--- src/rtl/multicycle_control_if.sv ---
// Control/datapath strobe bundle for multicycle_control: opcode and status in,
// datapath enables, debug state and retire count out.
interface multicycle_control_if #(
  parameter int unsigned CNT_W = 16
);
  logic [3:0]       opcode;
  logic             zero;
  logic             mem_ready;
  logic             pc_write;
  logic [1:0]       pc_src;
  logic             ir_write;
  logic             mem_read;
  logic             mem_write;
  logic             reg_write;
  logic             reg_dst;
  logic             alu_src;
  logic             mem_to_reg;
  logic [2:0]       alu_OP;
  logic             illegal;
  logic             retire;
  logic             halted;
  logic [3:0]       state;
  logic [CNT_W-1:0] retired_count;

  modport master (
    output opcode, zero, mem_ready,
    input  pc_write, pc_src, ir_write, mem_read, mem_write, reg_write, reg_dst,
           alu_src, mem_to_reg, alu_OP, illegal, retire, halted, state, retired_count
  );

  modport slave (
    input  opcode, zero, mem_ready,
    output pc_write, pc_src, ir_write, mem_read, mem_write, reg_write, reg_dst,
           alu_src, mem_to_reg, alu_OP, illegal, retire, halted, state, retired_count
  );
endinterface

--- src/rtl/multicycle_control.sv ---
// Multi-cycle Moore controller for the 16-bit datapath: fetch/decode/execute/
// memory/write-back sequencing, ready-handshaked memory, retired-instruction count.
module multicycle_control #(
  parameter int unsigned CNT_W = 16
) (
  input logic                 clk,
  input logic                 reset,
  multicycle_control_if.slave bus
);

  typedef enum logic [3:0] {
    S_FETCH  = 4'd0,
    S_DECODE = 4'd1,
    S_EXEC_R = 4'd2,
    S_EXEC_I = 4'd3,
    S_ADDR   = 4'd4,
    S_MEM_RD = 4'd5,
    S_MEM_WR = 4'd6,
    S_WB_MEM = 4'd7,
    S_WB_ALU = 4'd8,
    S_BRANCH = 4'd9,
    S_JUMP   = 4'd10,
    S_HALT   = 4'd11
  } state_e;

  state_e           state_q, state_d;
  logic [2:0]       aop_q, aop_d;
  logic             rdst_q, rdst_d;
  logic             is_sw_q, is_sw_d;
  logic             is_bne_q, is_bne_d;
  logic             halt_seen_q;
  logic [CNT_W-1:0] cnt_q;

  logic       pc_write, ir_write, mem_read, mem_write, reg_write, reg_dst;
  logic       alu_src, mem_to_reg, illegal, retire, halted;
  logic [1:0] pc_src;
  logic [2:0] alu_op;

  always_ff @(posedge clk) begin
    if (reset) begin
      state_q     <= S_FETCH;
      aop_q       <= '0;
      rdst_q      <= 1'b0;
      is_sw_q     <= 1'b0;
      is_bne_q    <= 1'b0;
      halt_seen_q <= 1'b0;
      cnt_q       <= '0;
    end else begin
      state_q     <= state_d;
      aop_q       <= aop_d;
      rdst_q      <= rdst_d;
      is_sw_q     <= is_sw_d;
      is_bne_q    <= is_bne_d;
      halt_seen_q <= (state_q == S_HALT);
      if (retire) cnt_q <= cnt_q + CNT_W'(1);
    end
  end

  always_comb begin
    state_d    = state_q;
    aop_d      = aop_q;
    rdst_d     = rdst_q;
    is_sw_d    = is_sw_q;
    is_bne_d   = is_bne_q;
    pc_write   = 1'b0;
    pc_src     = 2'b00;
    ir_write   = 1'b0;
    mem_read   = 1'b0;
    mem_write  = 1'b0;
    reg_write  = 1'b0;
    reg_dst    = 1'b0;
    alu_src    = 1'b0;
    mem_to_reg = 1'b0;
    alu_op     = 3'b000;
    illegal    = 1'b0;
    retire     = 1'b0;
    halted     = 1'b0;

    unique case (state_q)
      S_FETCH: begin
        mem_read = 1'b1;
        if (bus.mem_ready) begin
          ir_write = 1'b1;
          pc_write = 1'b1;
          state_d  = S_DECODE;
        end
      end
      S_DECODE: begin
        // Later states act only on this captured decode, so opcode may wander afterwards.
        aop_d    = 3'b000;
        rdst_d   = 1'b0;
        is_sw_d  = (bus.opcode == 4'b1001);
        is_bne_d = (bus.opcode == 4'b1011);
        case (bus.opcode)
          4'b0000: begin state_d = S_EXEC_R; aop_d = 3'b011; rdst_d = 1'b1; end
          4'b0001: begin state_d = S_EXEC_I; aop_d = 3'b000; end
          4'b0010: begin state_d = S_EXEC_I; aop_d = 3'b110; end
          4'b0011: begin state_d = S_EXEC_I; aop_d = 3'b111; end
          4'b0100: begin state_d = S_EXEC_I; aop_d = 3'b001; end
          4'b1000, 4'b1001: state_d = S_ADDR;
          4'b1010, 4'b1011: state_d = S_BRANCH;
          4'b1100: state_d = S_JUMP;
          4'b1111: state_d = S_HALT;
          default: begin illegal = 1'b1; state_d = S_FETCH; end
        endcase
      end
      S_EXEC_R: begin
        alu_op  = 3'b011;
        state_d = S_WB_ALU;
      end
      S_EXEC_I: begin
        alu_op  = aop_q;
        alu_src = 1'b1;
        state_d = S_WB_ALU;
      end
      S_WB_ALU: begin
        reg_write = 1'b1;
        reg_dst   = rdst_q;
        alu_op    = aop_q;
        retire    = 1'b1;
        state_d   = S_FETCH;
      end
      S_ADDR: begin
        alu_src = 1'b1;
        state_d = is_sw_q ? S_MEM_WR : S_MEM_RD;
      end
      S_MEM_RD: begin
        mem_read = 1'b1;
        if (bus.mem_ready) state_d = S_WB_MEM;
      end
      S_WB_MEM: begin
        reg_write  = 1'b1;
        mem_to_reg = 1'b1;
        retire     = 1'b1;
        state_d    = S_FETCH;
      end
      S_MEM_WR: begin
        mem_write = 1'b1;
        if (bus.mem_ready) begin
          retire  = 1'b1;
          state_d = S_FETCH;
        end
      end
      S_BRANCH: begin
        alu_op   = 3'b010;
        pc_src   = 2'b01;
        pc_write = is_bne_q ? ~bus.zero : bus.zero;
        retire   = 1'b1;
        state_d  = S_FETCH;
      end
      S_JUMP: begin
        pc_write = 1'b1;
        pc_src   = 2'b10;
        retire   = 1'b1;
        state_d  = S_FETCH;
      end
      S_HALT: begin
        halted = 1'b1;
        retire = ~halt_seen_q;
      end
      default: state_d = S_FETCH;
    endcase
  end

  assign bus.pc_write      = pc_write;
  assign bus.pc_src        = pc_src;
  assign bus.ir_write      = ir_write;
  assign bus.mem_read      = mem_read;
  assign bus.mem_write     = mem_write;
  assign bus.reg_write     = reg_write;
  assign bus.reg_dst       = reg_dst;
  assign bus.alu_src       = alu_src;
  assign bus.mem_to_reg    = mem_to_reg;
  assign bus.alu_OP        = alu_op;
  assign bus.illegal       = illegal;
  assign bus.retire        = retire;
  assign bus.halted        = halted;
  assign bus.state         = state_q;
  assign bus.retired_count = cnt_q;

endmodule

--- src/flat_wrapper.sv ---
// flat-port wrapper written by rule: the top's interface ports become plain ports
module multicycle_control_flat 
#(
  parameter int unsigned CNT_W = 16
)
  (clk, reset, bus_opcode, bus_zero, bus_mem_ready, bus_pc_write, bus_pc_src, bus_ir_write, bus_mem_read, bus_mem_write, bus_reg_write, bus_reg_dst, bus_alu_src, bus_mem_to_reg, bus_alu_OP, bus_illegal, bus_retire, bus_halted, bus_state, bus_retired_count);
  multicycle_control_if #(.CNT_W(CNT_W)) bus_i ();
  input logic clk;
  input logic reset;
  input wire logic [$bits(bus_i.opcode)-1:0] bus_opcode;
  input wire logic [$bits(bus_i.zero)-1:0] bus_zero;
  input wire logic [$bits(bus_i.mem_ready)-1:0] bus_mem_ready;
  output wire logic [$bits(bus_i.pc_write)-1:0] bus_pc_write;
  output wire logic [$bits(bus_i.pc_src)-1:0] bus_pc_src;
  output wire logic [$bits(bus_i.ir_write)-1:0] bus_ir_write;
  output wire logic [$bits(bus_i.mem_read)-1:0] bus_mem_read;
  output wire logic [$bits(bus_i.mem_write)-1:0] bus_mem_write;
  output wire logic [$bits(bus_i.reg_write)-1:0] bus_reg_write;
  output wire logic [$bits(bus_i.reg_dst)-1:0] bus_reg_dst;
  output wire logic [$bits(bus_i.alu_src)-1:0] bus_alu_src;
  output wire logic [$bits(bus_i.mem_to_reg)-1:0] bus_mem_to_reg;
  output wire logic [$bits(bus_i.alu_OP)-1:0] bus_alu_OP;
  output wire logic [$bits(bus_i.illegal)-1:0] bus_illegal;
  output wire logic [$bits(bus_i.retire)-1:0] bus_retire;
  output wire logic [$bits(bus_i.halted)-1:0] bus_halted;
  output wire logic [$bits(bus_i.state)-1:0] bus_state;
  output wire logic [$bits(bus_i.retired_count)-1:0] bus_retired_count;
  assign bus_i.opcode = bus_opcode;
  assign bus_i.zero = bus_zero;
  assign bus_i.mem_ready = bus_mem_ready;
  assign bus_pc_write = bus_i.pc_write;
  assign bus_pc_src = bus_i.pc_src;
  assign bus_ir_write = bus_i.ir_write;
  assign bus_mem_read = bus_i.mem_read;
  assign bus_mem_write = bus_i.mem_write;
  assign bus_reg_write = bus_i.reg_write;
  assign bus_reg_dst = bus_i.reg_dst;
  assign bus_alu_src = bus_i.alu_src;
  assign bus_mem_to_reg = bus_i.mem_to_reg;
  assign bus_alu_OP = bus_i.alu_OP;
  assign bus_illegal = bus_i.illegal;
  assign bus_retire = bus_i.retire;
  assign bus_halted = bus_i.halted;
  assign bus_state = bus_i.state;
  assign bus_retired_count = bus_i.retired_count;
  multicycle_control #(.CNT_W(CNT_W)) u_core (.clk(clk), .reset(reset), .bus(bus_i));
endmodule
--- config.mk ---
export PLATFORM = sky130hd
export DESIGN_NAME = multicycle_control_flat
export DESIGN_NICKNAME = d
export VERILOG_FILES = /design/src/rtl/multicycle_control_if.sv /design/src/rtl/multicycle_control.sv /design/src/flat_wrapper.sv
export SDC_FILE = /design/constraint.sdc
export NUM_CORES = 1
export LEC_CHECK = 0
export ABC_AREA = 1
export CAP_MARGIN = 5
export CORE_MARGIN = 2
export CORE_UTILIZATION = 51
export CTS_BUF_LIST = sky130_fd_sc_hd__clkbuf_4 sky130_fd_sc_hd__clkbuf_8
export CTS_CLUSTER_SIZE = 8
export DETAILED_ROUTE_END_ITERATION = 8
export GPL_ROUTABILITY_DRIVEN = 0
export PLACE_DENSITY = 0.86
export SYNTH_ARGS = -nofsm -noshare
export SYNTH_HDL_FRONTEND = slang
export SYNTH_SLANG_ARGS = --single-unit
--- constraint.sdc ---
create_clock -name clk -period 1.8 [get_ports clk]
set_input_delay 0.36 -clock clk [delete_from_list [all_inputs] [get_ports clk]]
set_output_delay 0.36 -clock clk [all_outputs]
set_load 0.01 [all_outputs]
---- Word level (Yosys, flattened, before mapping) ----
Cells that the tools add are included.
word-level totals
  input port bits ......................... 8
  register bits ........................... 27
  word-level logic and storage cells ...... 72
operators by class
  equal/unequal tests ..................... 24
  mux-type cells .......................... 24
  reduce and logical (&&, ||, !) cells .... 13
  bitwise logic cells ..................... 3
  add/sub/neg operators ................... 1
operators by type and width
  kind                                                              number
  4-bit == test (second input constant)                             10
  4-bit one-hot mux with 7 select lines                             1
  4-bit one-hot mux with 6 select lines                             1
  4-bit by 3-bit == test with 1-bit output (second input constant)  5
  16-bit by 1-bit adder with 16-bit output (second input constant)  1
  4-bit by 2-bit == test with 1-bit output (second input constant)  4
  2-bit OR reduction                                                7
  1-bit 2-to-1 mux                                                  13
  4-bit 2-to-1 mux                                                  3
  3-bit one-hot mux with 4 select lines                             1
  11-bit OR reduction                                               1
  3-bit one-hot mux with 3 select lines                             1
  4-bit by 1-bit == test with 1-bit output (second input constant)  2
  4-bit logical NOT                                                 2
  4-bit OR reduction                                                2
  2-bit != test (second input constant)                             3
  1-bit one-hot mux with 3 select lines                             2
  2-bit one-hot mux with 2 select lines                             1
  4-bit AND reduction                                               1
  1-bit NOT                                                         3
  2-bit 2-to-1 mux                                                  1

---- Depth between registers and ports, before layout ----
Gate-level depths: netlist of the first run.
  depth in word-level cells ............... 4
  mapped depth ............................ 11
  gate-level depth less buffers ........... 10

---- Least setup slack after synthesis of the first run ----
Ideal clock, no wire load.
  kind .................................... flip-flop to output port
  start point ............................. reg u_core.state_q[1], in the netlist u_core.bus.state[1]
  end point ............................... out bus_retire
  path buffers ............................ 1
  data required time ...................... 1,440 ps
  cell stages (with the launch flop) ...... 8
  data arrival time ....................... 1,200 ps
  path slack .............................. 240 ps
  cell sequence ........................... dfxtp_1 -> nand2_2 -> nor2_4 -> nand2_2 -> nand2_2 -> inv_4 -> nand2_8 -> buf_12
between the ends
  longest elaborated chain between the ends .. 3
  elaborated cells on any way between the ends .. 8
  classes of those cells .................. eq/ne (6); mux (1); reduce/logical (1)
RTL lines
  item                                                                       line                      source
  from (decl)                                                                multicycle_control.sv:26  state_e state_q, state_d;
  from (signal assigned)                                                     multicycle_control.sv:49  state_q <= state_d;
  4-bit by 3-bit == test with 1-bit output or 4-bit == test (tied branches)  multicycle_control.sv:79  unique case (state_q)
  4-bit OR reduction (no source line)                                        -
  1-bit one-hot mux with 3 select lines (*)                                  multicycle_control.sv:79
  to (decl)                                                                  flat_wrapper.sv:24        output wire logic [$bits(bus_i.retire)-1:0] bus_retire;
Mark *: on every way between the ends. The rest lies on a longest branch, timed or not.

---- Worst setup path after layout of the first run ----
  start point ............................. reg u_core.state_q[2], in the netlist u_core.bus.state[2]
  end point ............................... out bus_alu_OP[0]
between the ends
  longest elaborated chain between the ends .. 3
  elaborated cells on any way between the ends .. 6
  classes of those cells .................. eq/ne (4); mux (1); reduce/logical (1)
RTL lines
  item                                                                       line                      source
  4-bit by 2-bit == test with 1-bit output or 4-bit == test (tied branches)  multicycle_control.sv:79
  2-bit OR reduction (no source line)                                        -
  3-bit one-hot mux with 3 select lines (*)                                  multicycle_control.sv:79
  to (decl)                                                                  flat_wrapper.sv:22        output wire logic [$bits(bus_i.alu_OP)-1:0] bus_alu_OP;
Marked as above.

==> out/results.txt, run 1 <==
Chip Height: 63.7 um
status: finished, violations left
Slew @ Worst Pin: 0.382 ns
DP Cell Count: 390
Synth Area in Compound Gates: 11.2%
Post-Synth XOR/XNOR Area: 1.93%
post-synthesis mux area share: 0%
Synth warnings: 0
largest family of logic cells by synthesized area: simple AND/OR/NAND/NOR gates
Max-Cap Viols: 0
drt total wl: 5190 um
endpoint type of the worst setup path: output pin
Routed Antenna Nets: 0
vias in the first global route: 1,943
CTS H-tree depth: 1
slew margin rel.: 74.5%
critical path type: flip-flop to output pin
antenna violations before repair: 0
Synth cell types: 33
area of the mapped netlist: 0.00182 mm2
Yosys top cell by area: dfxtp_1
core area: 0.00339 mm2
Final Setup Violations: 6
Rows: 21
Most Frequent Cell on Critical Path: buf_6
Synth Area in Adders: 0.689%
worst-path fanout max: 3
CTS tree: done
Hold WS: 0.475 ns
Wirelength per Cell: 13.0 um
share of layout cells above drive strength 1: 31.4%
Mapped Cells: 278
Critical-path top delay cell: dfxtp_2
syn nets: 287
Worst-path clk slew: 0.15 ns
DRC viols: 0
largest net degree at the start of global routing: 24
most numerous cell in the Yosys netlist: nand2_1
ys async rst share: 0%
delay of the slowest cell on the worst path: 0.37 ns
Post-synth EDFFs: 0
CTS Buf Count: 3
failing checks: negative setup slack
ys flop type: dfxtp_1
Clock Tree Buf Depth: 2
average size of a mapped cell: 6.53 um2
Final WS setup: -0.0155 ns
VDD IR max: 0.583 mV
diode count: 0
Area growth syn-to-layout: 42.6%
simple-gate share of the synthesized area: 46.5%
Critical Path RT: 1.44 ns
Area contributors post-synth: dfxtp_1, nand2_1, nor2_1
vias per cell: 5.33
root buffer cell: clkbuf_4
total vias in the final route: 2,131
DIE AREA: 0.00405 mm2
initial core utilization: 53.6%
worst-path cell chain: buf_6, buf_6, nor2_4, buf_6, nand2_2, nand2_1, buf_2
Post-CTS Hold Buffers: 0
fin nets: 364
clock sink total: 27
clk_lat worst skew: 0.33 ns
RSZ-0062 raised after global routing: true
die width: 63.7 um
total power draw: 0.00233 W
worst slack at placement: -0.407 ns
# IOs: 44
Startpoint Class: flip-flop
First DRT Iteration DRCs: 173
Post-DP HPWL: 3740 um
first-pass detailed-route iteration total: 4
CP arrival: 1.46 ns
first-pass GRT wire length: 8570 um
gr usage total: 26.1%
Congestion Overflow GR: 0
Commonest cells post-synth: nand2_1, nor2_1, inv_1
worst min-delay path category: flip-flop to flip-flop
post-layout min period: 1.82 ns
non-filler cells, final: 400
max-slew violations: 0
final worst-path cycle share: 101%
PwrDens: 900 mW/mm2
top cell type's share of synthesized area: 29.8%
Pleak: 1.17 nW
final hold viol count: 0
flops & latches, synth: 27
Seq/Total Area, Yosys: 29.8%
setup skew after layout: 0.00933 ns
PortBufs: 43
FMAX: 551 MHz
==> worst max-delay path, delay by kind of cell (launching register included) <==
kind	cells	cell delay, ns
buffers and inverters	4	0.49
and+or+nand+nor	3	0.29
DFF	1	0.37
==> cell type report <==
class | count | area, um2
Inverter | 34 | 133
Timing Repair Buffer | 77 | 651
Fill cell | 252 | 801
Clock buffer | 3 | 22.5
Clock inverter | 1 | 7.51
Tap cell | 46 | 57.6
Sequential cell | 27 | 559
Multi-Input combinational cell | 212 | 1160
==> registers in the layout, indices dropped and copies added, names as in the netlist <==
signal                    flops
u_core.bus.retired_count     16
u_core.bus.state              4
u_core.rdst_q                 1
u_core.aop_q                  3
u_core.is_bne_q               1
u_core.halt_seen_q            1
u_core.is_sw_q                1
==> through the flow <==
| stage | instance area, um2 | util, % | TNS (ns) |
|---|---|---|---|
| after floorplan | 1820 | - | 0 |
| after global placement | 2470 | 72.8 | -1.08 |
| after detailed placement | 2470 | 72.8 | -1.55 |
| after CTS | 2540 | 75.0 | -0.0185 |
| after global routing | 2590 | 76.4 | -0.421 |
| final | 2590 | 76.4 | -0.0601 |
==> logic make-up after synthesis <==
kind of cell,count (synthesis)
AO/OA/AOI/OAI,36
AND/OR/NAND/NOR,171
adder cells (fa/ha/maj),1
buffers and inverters,39
flip-flops,27
XOR/XNOR,4
==> cells in the final DEF (no fill, tap or decap), drive strengths merged, types with 3 or more instances in the layout <==
cell type,n
a21oi,24
buf,41
clkbuf,9
clkdlybuf4s50,26
dfxtp,27
inv,34
nand2,85
nand3,28
nand4,7
nor2,46
o21ai,8
xor2,3
==> report_power, final <==
part / total [W] / switching [W] / internal [W]
Sequential: 0.000767 / 0.0000846 / 0.000683
Combinational: 0.00130 / 0.000684 / 0.000615
Clock: 0.000264 / 0.000179 / 0.0000850
==> worst paths after layout <==
kind / from / slack (ns) / to / depth (start not counted)
max: u_core.bus.state[2] / -0.02 / bus_alu_OP[0] / 7
min: u_core.is_sw_q / 0.47 / u_core.is_sw_q / 2
max reg2reg: u_core.bus.state[2] / 0.12 / u_core.bus.state[2] / 10
min reg2reg: u_core.is_sw_q / 0.47 / u_core.is_sw_q / 2
==> routing by layer <==
| layer | vias to the layer above | GRT usage [%] | routed length, um |
|---|---|---|---|
| li1 | 1041 | - | - |
| met5 | - | 0 | 0 |
| met1 | 989 | 34.8 | 2240 |
| met4 | 0 | 6.25 | 78 |
| met3 | 12 | 3.57 | 292 |
| met2 | 89 | 44.3 | 2580 |
==> repair_timing <==
action	CTS	global route
endpoints found under the setup margin	17	21
resized for setup	54	35
setup buffers	6	0
pin swaps	4	4
(Power assumes the default switching activity.)
==> run 2, diff against run 1 <==
CORE_ASPECT_RATIO = 1.4   (was default)
HOLD_SLACK_MARGIN = 0.03   (was default)
==> out/results.txt, run 2 (same netlist as run 1, synthesis figures left out) <==
status: finished, violations left
failing checks: negative setup slack
# fillers: 271 (+7.5%)
DIE AREA: 0.00406 mm2 (+0.16%)
multi-input logic area: 0.00111 mm2 (-4.2%)
diode count: 0 (unchanged)
Startpoint Class: flip-flop
DRC viols: 0 (unchanged)
gr usage total: 26.5% (+0.47 points)
WHS Path Cells: 2 (unchanged)
VDD IR max: 0.917 mV (+57%)
clk_lat worst skew: 0.27 ns (-0.06 ns)
Combinational Power Share: 50.8% (-4.9 points)
non-filler cells, final: 394 (-1.5%)
largest net degree at the start of global routing: 24 (unchanged)
R2R depth: 10 (unchanged)
r2r startpoint: u_core.bus.state[1]
critical path type: flip-flop to output pin
share of layout cells above drive strength 1: 26.6% (-4.8 points)
First DRT Iteration DRCs: 60 (-65%)
core area: 0.00338 mm2 (-0.33%)
fin nets: 364 (unchanged)
internal power: 0.00139 W (+0.83%)
Worst R2R Setup Slack: 0.16 ns (+0.04 ns)
first-pass GRT wire length: 8050 um (-6.1%)
final worst-path cycle share: 102% (+1.6 points)
worst min-delay path category: flip-flop to flip-flop
most frequent cells in the layout: nand2_1, nor2_1, buf_4
Critical Path RT: 1.44 ns (about the same)
Post-DP HPWL: 3750 um (+0.28%)
Final Setup Violations: 3 (-3)
die width: 54.4 um (-15%)
DRT met1 WL: 1900 um (-16%)
DP Cell Count: 387 (-0.77%)
Reg area: 551 um2 (-1.6%)
antenna violations before repair: 0 (unchanged)
metal3 WL: 227 um (-22%)
WL met2: 2620 um (+1.8%)
Rows: 25 (+19%)
root buffer cell: clkbuf_8
drt total wl: 4850 um (-6.6%)
Wirelength per Cell: 12.3 um (-5.2%)
Pleak: 1.15 nW (-1.8%)
CTS Buf Count: 3 (unchanged)
clock sink total: 27 (unchanged)
PwrDens: 880 mW/mm2 (-2.3%)
vias per cell: 5.28 (-0.91%)
CTS H-tree depth: 1 (unchanged)
Crit. Startpoint: u_core.bus.state[1]
worst slack at placement: -0.358 ns (+0.0498 ns)
hold wc startpoint: u_core.rdst_q
# IOs: 44 (unchanged)
total vias in the final route: 2,080 (-2.4%)
Switching Share: 37.6% (-3.0 points)
setup TNS: -0.0869 ns (-0.0268 ns)
Flop pwr share: 33.8% (+0.9 points)
max layer used: met4
Clock Power Share: 15.5% (+4.2 points)
max-slew violations: 0 (unchanged)
commonest non-fill, non-tap cell in the layout: nand2_1
Area growth syn-to-layout: 40.0%
Congestion Overflow GR: 0 (unchanged)
setup skew after layout: 0.00568 ns (-0.00366 ns)
Final WS setup: -0.0435 ns (-0.0279 ns)
initial core utilization: 53.7% (+0.18 points)
total power draw: 0.00224 W (-4.1%)
RSZ-0062 raised after global routing: true
Clock Tree Buf Depth: 2 (unchanged)
CTS tree: done
Chip Height: 74.6 um (+17%)
endpoint type of the worst setup path: output pin
Largest register FFs: 16 (unchanged)
Worst-path clk slew: 0.09 ns (-0.06 ns)
worst hold endpoint: u_core.rdst_q
Routed Antenna Nets: 0 (unchanged)
Slew @ Worst Pin: 0.421 ns (+0.0392 ns)
FMAX: 542 MHz (-1.5%)
CP arrival: 1.48 ns (+0.02 ns)
slew margin rel.: 71.7% (-2.8 points)
Max-Cap Viols: 0 (unchanged)
post-route cell area: 0.00254 mm2 (-1.8%)
vias in the first global route: 1,884 (-3.0%)
final hold viol count: 0 (unchanged)
sw power: 0.000841 W (-11%)
Crit Reg-Reg Endpoint: u_core.bus.retired_count[1]
first-pass detailed-route iteration total: 4 (unchanged)
post-layout min period: 1.84 ns (+0.0279 ns)
PortBufs: 43 (unchanged)
worst-path fanout max: 5 (+2)
DP Area: 0.00248 mm2 (+0.61%)
[run 2: metal layers]
layer | vias up | track usage [%]
li1 | 1048 | -
met1 | 951 | 28.3
met2 | 69 | 52.5
met3 | 12 | 2.61
met4 | 0 | 7.22
met5 | - | 0
[run 2: worst max-delay path by stage]
stage	end	slack (ns)
after floorplan	bus_retire	0.24
after global placement	bus_illegal	-0.30
after detailed placement	bus_illegal	-0.36
after CTS	bus_retire	-0.02
after global routing	bus_alu_OP[1]	-0.09
final	bus_retire	-0.04
[run 2: layout make-up]
class	count	area share, %
repair buffers	77	25.6
inverters	34	5.22
clock buffers	4	1.92
multi-input cells	212	43.7
well taps	40	1.97
flip-flops and latches	27	21.7
[run 2: critical path, stage by stage (launching register included)]
cell	delay, ns
dfxtp_2	0.40
buf_4	0.15
nor2_4	0.05
nand2_4	0.10
nand2_4	0.08
nor2_8	0.15
nand2_8	0.06
clkdlybuf4s15_2	0.22
[run 2: power by group through the flow]
stage          Combinational [W]  Sequential (W)  Clock [W]
3_3_place_gp             0.00107        0.000755          0
3_5_place_dp             0.00110        0.000759          0
4_1_cts                  0.00112        0.000752   0.000357
2_1_floorplan           0.000580        0.000764          0
5_1_grt                  0.00126        0.000765   0.000375
6_report                 0.00113        0.000755   0.000346
[run 2: repair_timing]
action	in CTS	in global routing
buffers inserted	2	1
pin swaps	0	2
endpoints found under the setup margin	16	11
hold buffers	0	0
gates resized for setup	38	12
[run 2: through the flow]
step	utilization, %	hold WS [ns]
5_1_grt	75.2	0.487
3_5_place_dp	73.4	0.453
3_3_place_gp	73.4	0.449
6_report	75.2	0.464
4_1_cts	75.7	0.467
2_1_floorplan	-	0.437
==> run 3, diff against run 2 <==
CORE_MARGIN = 1   (was 2)
==> out/results.txt, run 3 (same netlist as run 1, synthesis figures left out) <==
status: finished, final reports clean
largest net degree at the start of global routing: 24 (unchanged)
diode count: 0 (unchanged)
total vias in the final route: 2,009 (-3.4%)
Critical Path RT: 1.44 ns (about the same)
worst-path fanout max: 5 (unchanged)
Startpoint Class: flip-flop
# fillers: 280 (+3.3%)
root buffer cell: clkbuf_8
Hold WS: 0.469 ns (+0.00516 ns)
# IOs: 44 (unchanged)
Wirelength per Cell: 12.0 um (-2.5%)
final worst-path cycle share: 96.4% (-6.0 points)
vias per cell: 5.13 (-2.9%)
final hold viol count: 0 (unchanged)
FMAX: 576 MHz (+6.2%)
Congestion Overflow GR: 0 (unchanged)
CP delay by family, top: simple AND/OR/NAND/NOR gates
clock sink total: 27 (unchanged)
gr usage total: 26.3% (-0.24 points)
drt total wl: 4710 um (-3.0%)
critical path type: flip-flop to output pin
CP Buf/Inv Count: 2 (unchanged)
fin nets: 362 (-0.55%)
CTS H-tree depth: 1 (unchanged)
setup skew after layout: 0.00893 ns (+0.00325 ns)
Pleak: 1.16 nW (+0.56%)
most frequent cells in the layout: nand2_1, nor2_1, buf_4
VDD IR max: 0.792 mV (-14%)
die width: 52.4 um (-3.7%)
endpoint type of the worst setup path: output pin
worst-path cell chain: buf_4, nor2_4, nand2_2, nor2_2, a21oi_1, nand2_1, buf_2
slew margin rel.: 72.0% (+0.35 points)
clk_lat worst skew: 0.28 ns (about the same)
Max-Cap Viols: 0 (unchanged)
Final Setup Violations: 0 (-3)
Routed Antenna Nets: 0 (unchanged)
Worst-path clk slew: 0.09 ns (about the same)
Rows: 25 (unchanged)
Chip Height: 72.6 um (-2.7%)
Critical-path top delay cell: dfxtp_4
vias in the first global route: 1,853 (-1.6%)
DRC viols: 0 (unchanged)
Post-CTS Hold Buffers: 0 (unchanged)
Clock Tree Buf Depth: 2 (unchanged)
Slew @ Worst Pin: 0.416 ns (-0.00524 ns)
post-route cell area: 0.00252 mm2 (-0.79%)
Area growth syn-to-layout: 38.9%
initial core utilization: 53.7% (unchanged)
commonest non-fill, non-tap cell in the layout: nand2_1
antenna violations before repair: 0 (unchanged)
worst min-delay path category: flip-flop to flip-flop
share of layout cells above drive strength 1: 26.1% (-0.42 points)
CTS Buf Count: 3 (unchanged)
core area: 0.00338 mm2 (unchanged)
Largest register FFs: 16 (unchanged)
CP arrival: 1.38 ns (-0.10 ns)
PwrDens: 874 mW/mm2 (-0.62%)
DP Area: 0.00247 mm2 (-0.30%)
PortBufs: 43 (unchanged)
First DRT Iteration DRCs: 56 (-6.7%)
DIE AREA: 0.00381 mm2 (-6.3%)
max-slew violations: 0 (unchanged)
post-layout min period: 1.74 ns (-0.108 ns)
delay of the slowest cell on the worst path: 0.37 ns (-0.03 ns)
first-pass detailed-route iteration total: 5 (+1)
CTS tree: done
first-pass GRT wire length: 7730 um (-3.9%)
Post-DP HPWL: 3660 um (-2.3%)
[run 3: changes by cell type in the layout (fill, tap and decap cells not counted), moves of 2 or more]
cell,previous run,this run
buf_2,1,4
clkdlybuf4s15_2,3,0
buf_4,34,32
dfxtp_2,2,0
dfxtp_4,2,4
[run 3: final timing paths]
path	from	endpoint	slack [ns]	cells past startpoint
worst max register to register	u_core.bus.state[1]	u_core.bus.retired_count[0]	0.19	10
worst max-delay path	u_core.bus.state[1]	bus_pc_write	0.06	7
worst min-delay path	u_core.rdst_q	u_core.rdst_q	0.47	2
worst min register to register	u_core.rdst_q	u_core.rdst_q	0.47	2
[run 3: final cells by class]
cell class              count  area [um2]  share of cell area (%)
multi-input cells         212        1120                    44.4
well taps                  40        50.0                    1.99
clock inverters             1        5.00                   0.199
flip-flops and latches     27         556                    22.0
clock buffers               3        41.3                    1.64
inverters                  34         135                    5.36
repair buffers             75         614                    24.4
[run 3: per-stage QoR]
step / setup TNS (ns) / cells / total power (W) / utilization, % / setup slack [ns]
after global placement: -1.15 / 386 / 0.00181 / 73.2 / -0.316
after CTS: -0.0800 / 392 / 0.00222 / 75.6 / -0.0800
after global routing: -0.0108 / 392 / 0.00234 / 74.6 / -0.0108
after detailed placement: -1.41 / 386 / 0.00184 / 73.2 / -0.357
final: 0 / 392 / 0.00220 / 74.6 / 0.0643
after floorplan: 0 / 278 / 0.00134 / - / 0.240
[run 3: worst min-delay path, cell delays in order (launching register included)]
cell and delay [ns]:
dfxtp_1 0.30, inv_1 0.06, a211oi_1 0.07
[run 3: repair_timing]
action                     CTS  global route
setup endpoints to repair   16            12
pin swaps                    0             3
setup buffers                2             0
hold endpoints to repair     0             0
resized for setup           39            21
cloned                       0             0
[run 3: where the power goes]
part / switching [W] / total [W] / internal (W)
clock network: 0.000189 / 0.000344 / 0.000155
logic: 0.000596 / 0.00110 / 0.000500
registers: 0.0000778 / 0.000764 / 0.000686
total: 0.000863 / 0.00220 / 0.00134
[run 3: metal layers]
metal,wire length (um),part of all wire (%),global-route usage (%)
met1,1800,38,29.3
met2,2570,55,50.6
met3,230,4.9,1.88
met4,105,2.2,8.19
met5,0,0,0
